**src/rtl/rv32_pkg.sv**
```systemverilog
// ---------------------------------------------------------------------------
// rv32_pkg
// Shared definitions for the RV32 core back end: data/register widths, load
// funct3 encodings, the writeback state enum and a misalignment helper.
// ---------------------------------------------------------------------------
package rv32_pkg;

    localparam int XLEN   = 32;
    localparam int REG_AW = 5;

    // Load size/sign encodings carried in funct3.
    localparam logic [2:0] F3_LB  = 3'b000;
    localparam logic [2:0] F3_LH  = 3'b001;
    localparam logic [2:0] F3_LW  = 3'b010;
    localparam logic [2:0] F3_LBU = 3'b100;
    localparam logic [2:0] F3_LHU = 3'b101;

    typedef enum logic [1:0] {
        IDLE     = 2'd0,
        MEM_WAIT = 2'd1,
        WRITE    = 2'd2
    } wb_state_t;

    // True when a load of the given size cannot be served from a single
    // naturally aligned access. Unused encodings behave as LW.
    function automatic logic load_misaligned(input logic [2:0] funct3,
                                             input logic [1:0] lane);
        logic mis;
        case (funct3)
            F3_LB, F3_LBU: mis = 1'b0;
            F3_LH, F3_LHU: mis = lane[0];
            default:       mis = (lane != 2'b00);
        endcase
        return mis;
    endfunction

endpackage

```
**src/rtl/load_align.sv**
```systemverilog
// ---------------------------------------------------------------------------
// load_align
// Combinational load data formatter: picks the byte/half lane out of the
// returned memory word and sign- or zero-extends it to a full word.
//
// Ports:
//   funct3  in   3     load size/sign encoding
//   addr    in   2     byte lane (effective address [1:0])
//   rdata   in   XLEN  raw memory word
//   result  out  XLEN  extended load value
// ---------------------------------------------------------------------------
module load_align
    import rv32_pkg::*;
(
    input  logic [2:0]      funct3,
    input  logic [1:0]      addr,
    input  logic [XLEN-1:0] rdata,
    output logic [XLEN-1:0] result
);

    logic [7:0]  byte_sel;
    logic [15:0] half_sel;

    always_comb begin
        // NOTE: every output gets a value before the case so no path leaves it
        // unassigned; otherwise synthesis infers a latch.
        result   = rdata;
        byte_sel = rdata[7:0];
        half_sel = addr[1] ? rdata[31:16] : rdata[15:0];

        case (addr)
            2'd0:    byte_sel = rdata[7:0];
            2'd1:    byte_sel = rdata[15:8];
            2'd2:    byte_sel = rdata[23:16];
            default: byte_sel = rdata[31:24];
        endcase

        case (funct3)
            F3_LB:   result = {{24{byte_sel[7]}}, byte_sel};
            F3_LH:   result = {{16{half_sel[15]}}, half_sel};
            F3_LBU:  result = {24'h0, byte_sel};
            F3_LHU:  result = {16'h0, half_sel};
            default: result = rdata;    // LW and the unused encodings
        endcase
    end

endmodule

```
**src/rtl/writeback_stage.sv**
```systemverilog
// ---------------------------------------------------------------------------
// writeback_stage
// Last RV32 pipeline stage in front of the register-file write port. Takes
// one retiring instruction per ex_valid/ex_ready handshake. ALU results are
// written one cycle later; loads issue one word read, wait for mem_rvalid,
// align/extend the data and write it the cycle after the response.
//
// Optional feature macro: WB_MISALIGN_CHECK_EN
//   defined   - misaligned LH/LHU/LW skip the read and pulse wb_err instead
//   undefined - no check; wb_err tied low
//
// Ports:
//   clk          in   1       core clock
//   reset        in   1       synchronous, active-low
//   ex_valid     in   1       execute has a retiring instruction
//   ex_ready     out  1       stage can accept (decoded from state/reset)
//   ex_rd        in   REG_AW  destination register
//   ex_reg_write in   1       instruction writes rd
//   ex_is_load   in   1       instruction is a load
//   ex_funct3    in   3       load size/sign
//   ex_result    in   XLEN    ALU result / load effective address
//   mem_req      out  1       one-cycle read request
//   mem_addr     out  XLEN    word-aligned read address
//   mem_rvalid   in   1       read data valid pulse
//   mem_rdata    in   XLEN    read data word
//   rf_a3        out  REG_AW  register-file write index
//   rf_wd3       out  XLEN    register-file write data
//   rf_we        out  1       register-file write strobe
//   wb_err       out  1       misaligned-load pulse
// ---------------------------------------------------------------------------
module writeback_stage
    import rv32_pkg::*;
#(
    parameter int XLEN   = rv32_pkg::XLEN,
    parameter int REG_AW = rv32_pkg::REG_AW
) (
    input  logic              clk,
    input  logic              reset,
    input  logic              ex_valid,
    output logic              ex_ready,
    input  logic [REG_AW-1:0] ex_rd,
    input  logic              ex_reg_write,
    input  logic              ex_is_load,
    input  logic [2:0]        ex_funct3,
    input  logic [XLEN-1:0]   ex_result,
    output logic              mem_req,
    output logic [XLEN-1:0]   mem_addr,
    input  logic              mem_rvalid,
    input  logic [XLEN-1:0]   mem_rdata,
    output logic [REG_AW-1:0] rf_a3,
    output logic [XLEN-1:0]   rf_wd3,
    output logic              rf_we,
    output logic              wb_err
);

    wb_state_t         state;
    logic [REG_AW-1:0] rd_q;
    logic [2:0]        funct3_q;
    logic [1:0]        lane_q;
    logic              reg_write_q;
    logic [XLEN-1:0]   load_data;
    logic              take;

`ifdef WB_MISALIGN_CHECK_EN
    logic wb_err_q;
    assign wb_err = wb_err_q;
`else
    assign wb_err = 1'b0;
`endif

    // Held low while reset is asserted so execute never hands over an
    // instruction that the reset would drop.
    assign ex_ready = reset && (state != MEM_WAIT);
    assign take     = ex_valid && ex_ready;

    load_align u_load_align (
        .funct3 (funct3_q),
        .addr   (lane_q),
        .rdata  (mem_rdata),
        .result (load_data)
    );

    // NOTE: all state here is assigned with <= so every register samples the
    // pre-edge values of the others, matching the hardware it describes.
    always_ff @(posedge clk) begin
        if (!reset) begin
            state       <= IDLE;
            rd_q        <= '0;
            funct3_q    <= '0;
            lane_q      <= '0;
            reg_write_q <= 1'b0;
            mem_req     <= 1'b0;
            mem_addr    <= '0;
            rf_a3       <= '0;
            rf_wd3      <= '0;
            rf_we       <= 1'b0;
`ifdef WB_MISALIGN_CHECK_EN
            wb_err_q    <= 1'b0;
`endif
        end else begin
            // Strobes are single-cycle unless re-asserted below.
            mem_req <= 1'b0;
            rf_we   <= 1'b0;
`ifdef WB_MISALIGN_CHECK_EN
            wb_err_q <= 1'b0;
`endif
            case (state)
                IDLE, WRITE: begin
                    if (take && !ex_is_load) begin
                        rf_a3  <= ex_rd;
                        rf_wd3 <= ex_result;
                        rf_we  <= ex_reg_write && (ex_rd != '0);
                        state  <= WRITE;
                    end else if (take) begin
                        rd_q        <= ex_rd;
                        funct3_q    <= ex_funct3;
                        lane_q      <= ex_result[1:0];
                        reg_write_q <= ex_reg_write;
`ifdef WB_MISALIGN_CHECK_EN
                        if (load_misaligned(ex_funct3, ex_result[1:0])) begin
                            // No read is issued; the slot is spent flagging it.
                            wb_err_q <= 1'b1;
                            state    <= WRITE;
                        end else begin
                            mem_req  <= 1'b1;
                            mem_addr <= {ex_result[XLEN-1:2], 2'b00};
                            state    <= MEM_WAIT;
                        end
`else
                        mem_req  <= 1'b1;
                        mem_addr <= {ex_result[XLEN-1:2], 2'b00};
                        state    <= MEM_WAIT;
`endif
                    end else begin
                        state <= IDLE;
                    end
                end

                MEM_WAIT: begin
                    if (mem_rvalid) begin
                        rf_a3  <= rd_q;
                        rf_wd3 <= load_data;
                        rf_we  <= reg_write_q && (rd_q != '0);
                        state  <= WRITE;
                    end
                end

                default: state <= IDLE;
            endcase
        end
    end

endmodule
```
**config.mk**
```make
export PLATFORM = sky130hd
export DESIGN_NAME = writeback_stage
export DESIGN_NICKNAME = d
export VERILOG_FILES = /design/src/rtl/rv32_pkg.sv /design/src/rtl/load_align.sv /design/src/rtl/writeback_stage.sv
export SDC_FILE = /design/constraint.sdc
export NUM_CORES = 1
export LEC_CHECK = 0
export ABC_AREA = 1
export CAP_MARGIN = 25
export CORE_MARGIN = 2
export CORE_UTILIZATION = 44
export CTS_CLUSTER_DIAMETER = 50
export DETAILED_ROUTE_END_ITERATION = 10
export PLACE_DENSITY_LB_ADDON = 0.12
export SYNTH_ARGS = -nofsm -noshare
export SYNTH_HDL_FRONTEND = slang
export SYNTH_SLANG_ARGS = --single-unit
```
**constraint.sdc**
```tcl
create_clock -name clk -period 1.5 [get_ports clk]
set_clock_uncertainty 0.05 [all_clocks]
set_input_delay 0.3 -clock clk [delete_from_list [all_inputs] [get_ports clk]]
set_output_delay 0.3 -clock clk [all_outputs]
set_load 0.02 [all_outputs]
```
==> flow_metrics.tcl, run 1 <==
set metrics [dict create \
    timing.max_cap.violations 0 \
    rows 34 \
    cts_made_buffers 9 \
    cp.buffers_inverters 4 \
    number_of_cells_on_the_critical_path 8 \
    max_freq_ghz 0.700 \
    asyncSetResetFlopFracSynth 0 \
    drt.antenna.violating_nets 0 \
    synth_simple_gate_area_frac 0.244 \
    rsz_0062_raised_after_global_routing "yes" \
    synth_xor_area_frac 0 \
    overflow_left_after_global_routing 0 \
    drt_wl_total_mm 12.5 \
    ff2ff_path_depth 8 \
    power.net_switching_uw 1570 \
    m2_gr_usage 0.425 \
    antenna_cells 0 \
    worstPathCellList "inv_2, buf_4, nand3_2, o21ai_4, buf_6, inv_4, a21oi_1, a21oi_1" \
    timing_max_transition_violations_final 0 \
    final_design_area_no_fill_mm2 0.00596 \
    grt_first_pass_wirelength_mm 19.9 \
    core-area_mm2 0.00864 \
    cts_tree "built" \
    min-delay-path-class "input port to register" \
    hold-path-cell-count 4 \
    timing.critical_path.max_delay_family "buffers and inverters" \
    h-tree-depth 3 \
    synth_area_mm2 0.00388 \
    timing.final.setup_violations 0 \
    use_met1 0.321 \
    finalWeightedCongestion 0.878 \
    num-nets-final 826 \
    ffs_latches_synth 82 \
    finalHoldViolations 0 \
    detail_route.vias_per_cell 5.16 \
    grt_antenna_before_repair 0 \
    clk-insertion-delay-late_ns 0.36 \
    timing.critical_path.from_type "register" \
    initial_standard_cell_utilization_of_the_core 0.450 \
    ir_worst_vdd_mv 0.563 \
    grt.total_usage 0.251 \
    first_global_vias 4156 \
    maximum_number_of_pins_on_one_net_before_global_route_repair 31 \
    critical-path-slowest-cell "dfxtp_1" \
    worst-path-max-fanout 15 \
    cell_area_placed_mm2 0.00566 \
    post-dp-hpwl_mm 9.11 \
    power_report.internal_total_uw 3840 \
    ys_types 25 \
    design.die.area_mm2 0.00959 \
    drt_initial_violations 202 \
    setup.worst_path.class "register to register" \
    die_width_um 97.9 \
    switching_share 0.290 \
    postSynthCellCount 579 \
    io-pin-count 151 \
    crit_path_end_kind "register" \
    seq_area_frac_synth 0.423 \
    power.share.clock 0.335 \
    areaGrowthSynthToFinish_pct 53.6 \
    ratio_of_cells_with_drive_above_1_in_the_final_layout 0.112 \
    finalCriticalPeriod_ns 1.43 \
    busiest_layer "met2" \
    buffer_ports.inserted 147 \
    layout.core_utilization 0.690 \
    leakage_uw 0.00283 \
    synth-main-ff-cell "dfxtp_1" \
    grt_util_met3 0.0429 \
    cpPeakStageDelay_ns 0.31 \
    cp_common_cell "a21oi_1" \
    syn_avg_cell_area_um2 6.71 \
    route.vias.total 4441 \
    die_y_um 97.9 \
    power_frac_seq 0.437 \
    power_density_mw_per_mm2 908 \
    clkTransAtPathRegs_ns 0.08 \
    synth_area_in_compound_gates 0.228 \
    yosysWarnings 0 \
    clock-sinks 82 \
    post-route-drc-count 0 \
    comb_power_share 0.228 \
    critical_path_required_ns 1.69 \
    status "complete, no violations" \
    post_synth_fa_ha_maj_area_fraction 0 \
    number_of_flops_mapped_to_enable_cells_by_yosys 0 \
    drt_pre_antenna_iters 5 \
    synth_top_family_by_area "simple AND/OR/NAND/NOR gates" \
    root_buffer "clkbuf_8" \
    wl_per_cell_um 14.5 \
    worstPathArrival_ns 1.62 \
    period_utilisation_layout 0.952 \
    post_synth_mux_area_share 0 \
    cts.path.max_buffers 2 \
]
## synthesized netlist by cell type, types with 2 or more instances
cell      count  area share
a21oi_1     105        0.14
inv_1        46       0.044
clkbuf_1     15       0.015
inv_2         2      0.0019
o21ai_0      58       0.075
a31oi_1       5      0.0081
nand4_1       3      0.0048
nor3_1        2      0.0026
buf_4         5      0.0097
buf_2        20       0.026
o31ai_1       2      0.0039
nand3_1      35       0.045
nand2_1     146        0.14
dfxtp_1      82        0.42
nor2_1       42       0.041
buf_6         2      0.0058
## cells by family (layout without fill, tap and decap cells)
logic type / count (synthesis) / in the layout
buffers and inverters: 92 / 263
AND/OR/NAND/NOR: 232 / 233
AO/OA/AOI/OAI: 172 / 172
flip-flops: 82 / 82
other: 1 / 3
## worst paths after layout
kind	from	end	slack, ns
setup / recovery	state[0]	rf_wd3[11]	0.07
hold / removal	ex_is_load	rf_we	0.36
setup reg to reg	state[0]	rf_wd3[11]	0.07
hold reg to reg	reg_write_q	reg_write_q	0.40
## layer usage
metal	vias up	share of wire
met4	0	0.015
met1	2056	0.44
met3	16	0.056
met2	148	0.49
met5	-	0
li1	2221	-
## area by class of cell
| class | count | area, um^2 |
|---|---|---|
| fill | 769 | 2670 |
| multi-input combinational | 408 | 1900 |
| timing repair buffer | 198 | 1860 |
| sequential | 82 | 1640 |
| inverter | 49 | 190 |
| clock buffer | 10 | 138 |
| tap | 108 | 135 |
| clock inverter | 6 | 90.1 |
## registers in the layout (all words and copies together), names as in the netlist
name,count
funct3_q,3
mem_addr,30
lane_q,2
mem_req,1
rf_we,1
reg_write_q,1
rd_q,5
rf_a3,5
state,2
rf_wd3,32
## tightest hold or removal path, delay by kind of cell
kind,cells,cell delay [ns]
AO/OA/AOI/OAI,1,0.07
buffers and inverters,1,0.20
AND/OR/NAND/NOR,2,0.14
## power by group through the flow
stage	Sequential, uW	Clock, uW	Combinational [uW]
2_1_floorplan	2530	0	477
3_5_place_dp	2410	0	1240
6_report	2360	1810	1240
4_1_cts	2360	1850	1190
5_1_grt	2380	1940	1340
3_3_place_gp	2410	0	1220
## layout by cell type (no fill, tap or decap)
cell / instances
clkinv_4: 2
buf_2: 1
dfxtp_2: 1
a21oi_2: 3
nand2_8: 2
nor2_1: 40
o21ai_4: 1
a21oi_1: 102
a31oi_1: 5
clkinv_2: 1
bufinv_16: 2
dfxtp_1: 81
clkbuf_8: 10
nor3_1: 2
o21ai_1: 4
buf_6: 3
conb_1: 3
buf_12: 7
inv_2: 2
dlygate4sd2_1: 70
clkdlybuf4s50_1: 75
clkinvlp_4: 2
dlymetal6s2s_1: 1
nand4_1: 3
nand2_1: 146
nor2_4: 4
nand3_2: 1
nand3_1: 35
o31ai_1: 2
o21ai_0: 55
inv_1: 45
inv_4: 1
buf_4: 41
## stage by stage
stage	setup TNS, ns	instances	total power (uW)	hold WS [ns]	setup WS (ns)
finish	0	861	5410	0.365	0.0724
global route	-0.186	861	5660	0.386	-0.0423
CTS	-0.0248	852	5400	0.405	-0.0248
detailed placement	-31.43	835	3650	0.393	-0.462
global placement	-29.01	835	3630	0.391	-0.437
floorplan	0	581	3000	0.355	0.110
## repair_timing
item | in CTS | in global routing
setup endpoints to repair | 123 | 55
pin swaps | 2 | 4
resized for setup | 79 | 16
gates cloned | 0 | 1
hold buffers | 0 | 0
buffers inserted | 1 | 9
No activity file was read; power rests on OpenSTA's default activity.
==> run 2, diff against run 1 <==
- HOLD_SLACK_MARGIN: unset -> 0.02
==> results of run 2 <==
Final layout, timing and power as in run 1 (identical DEF).
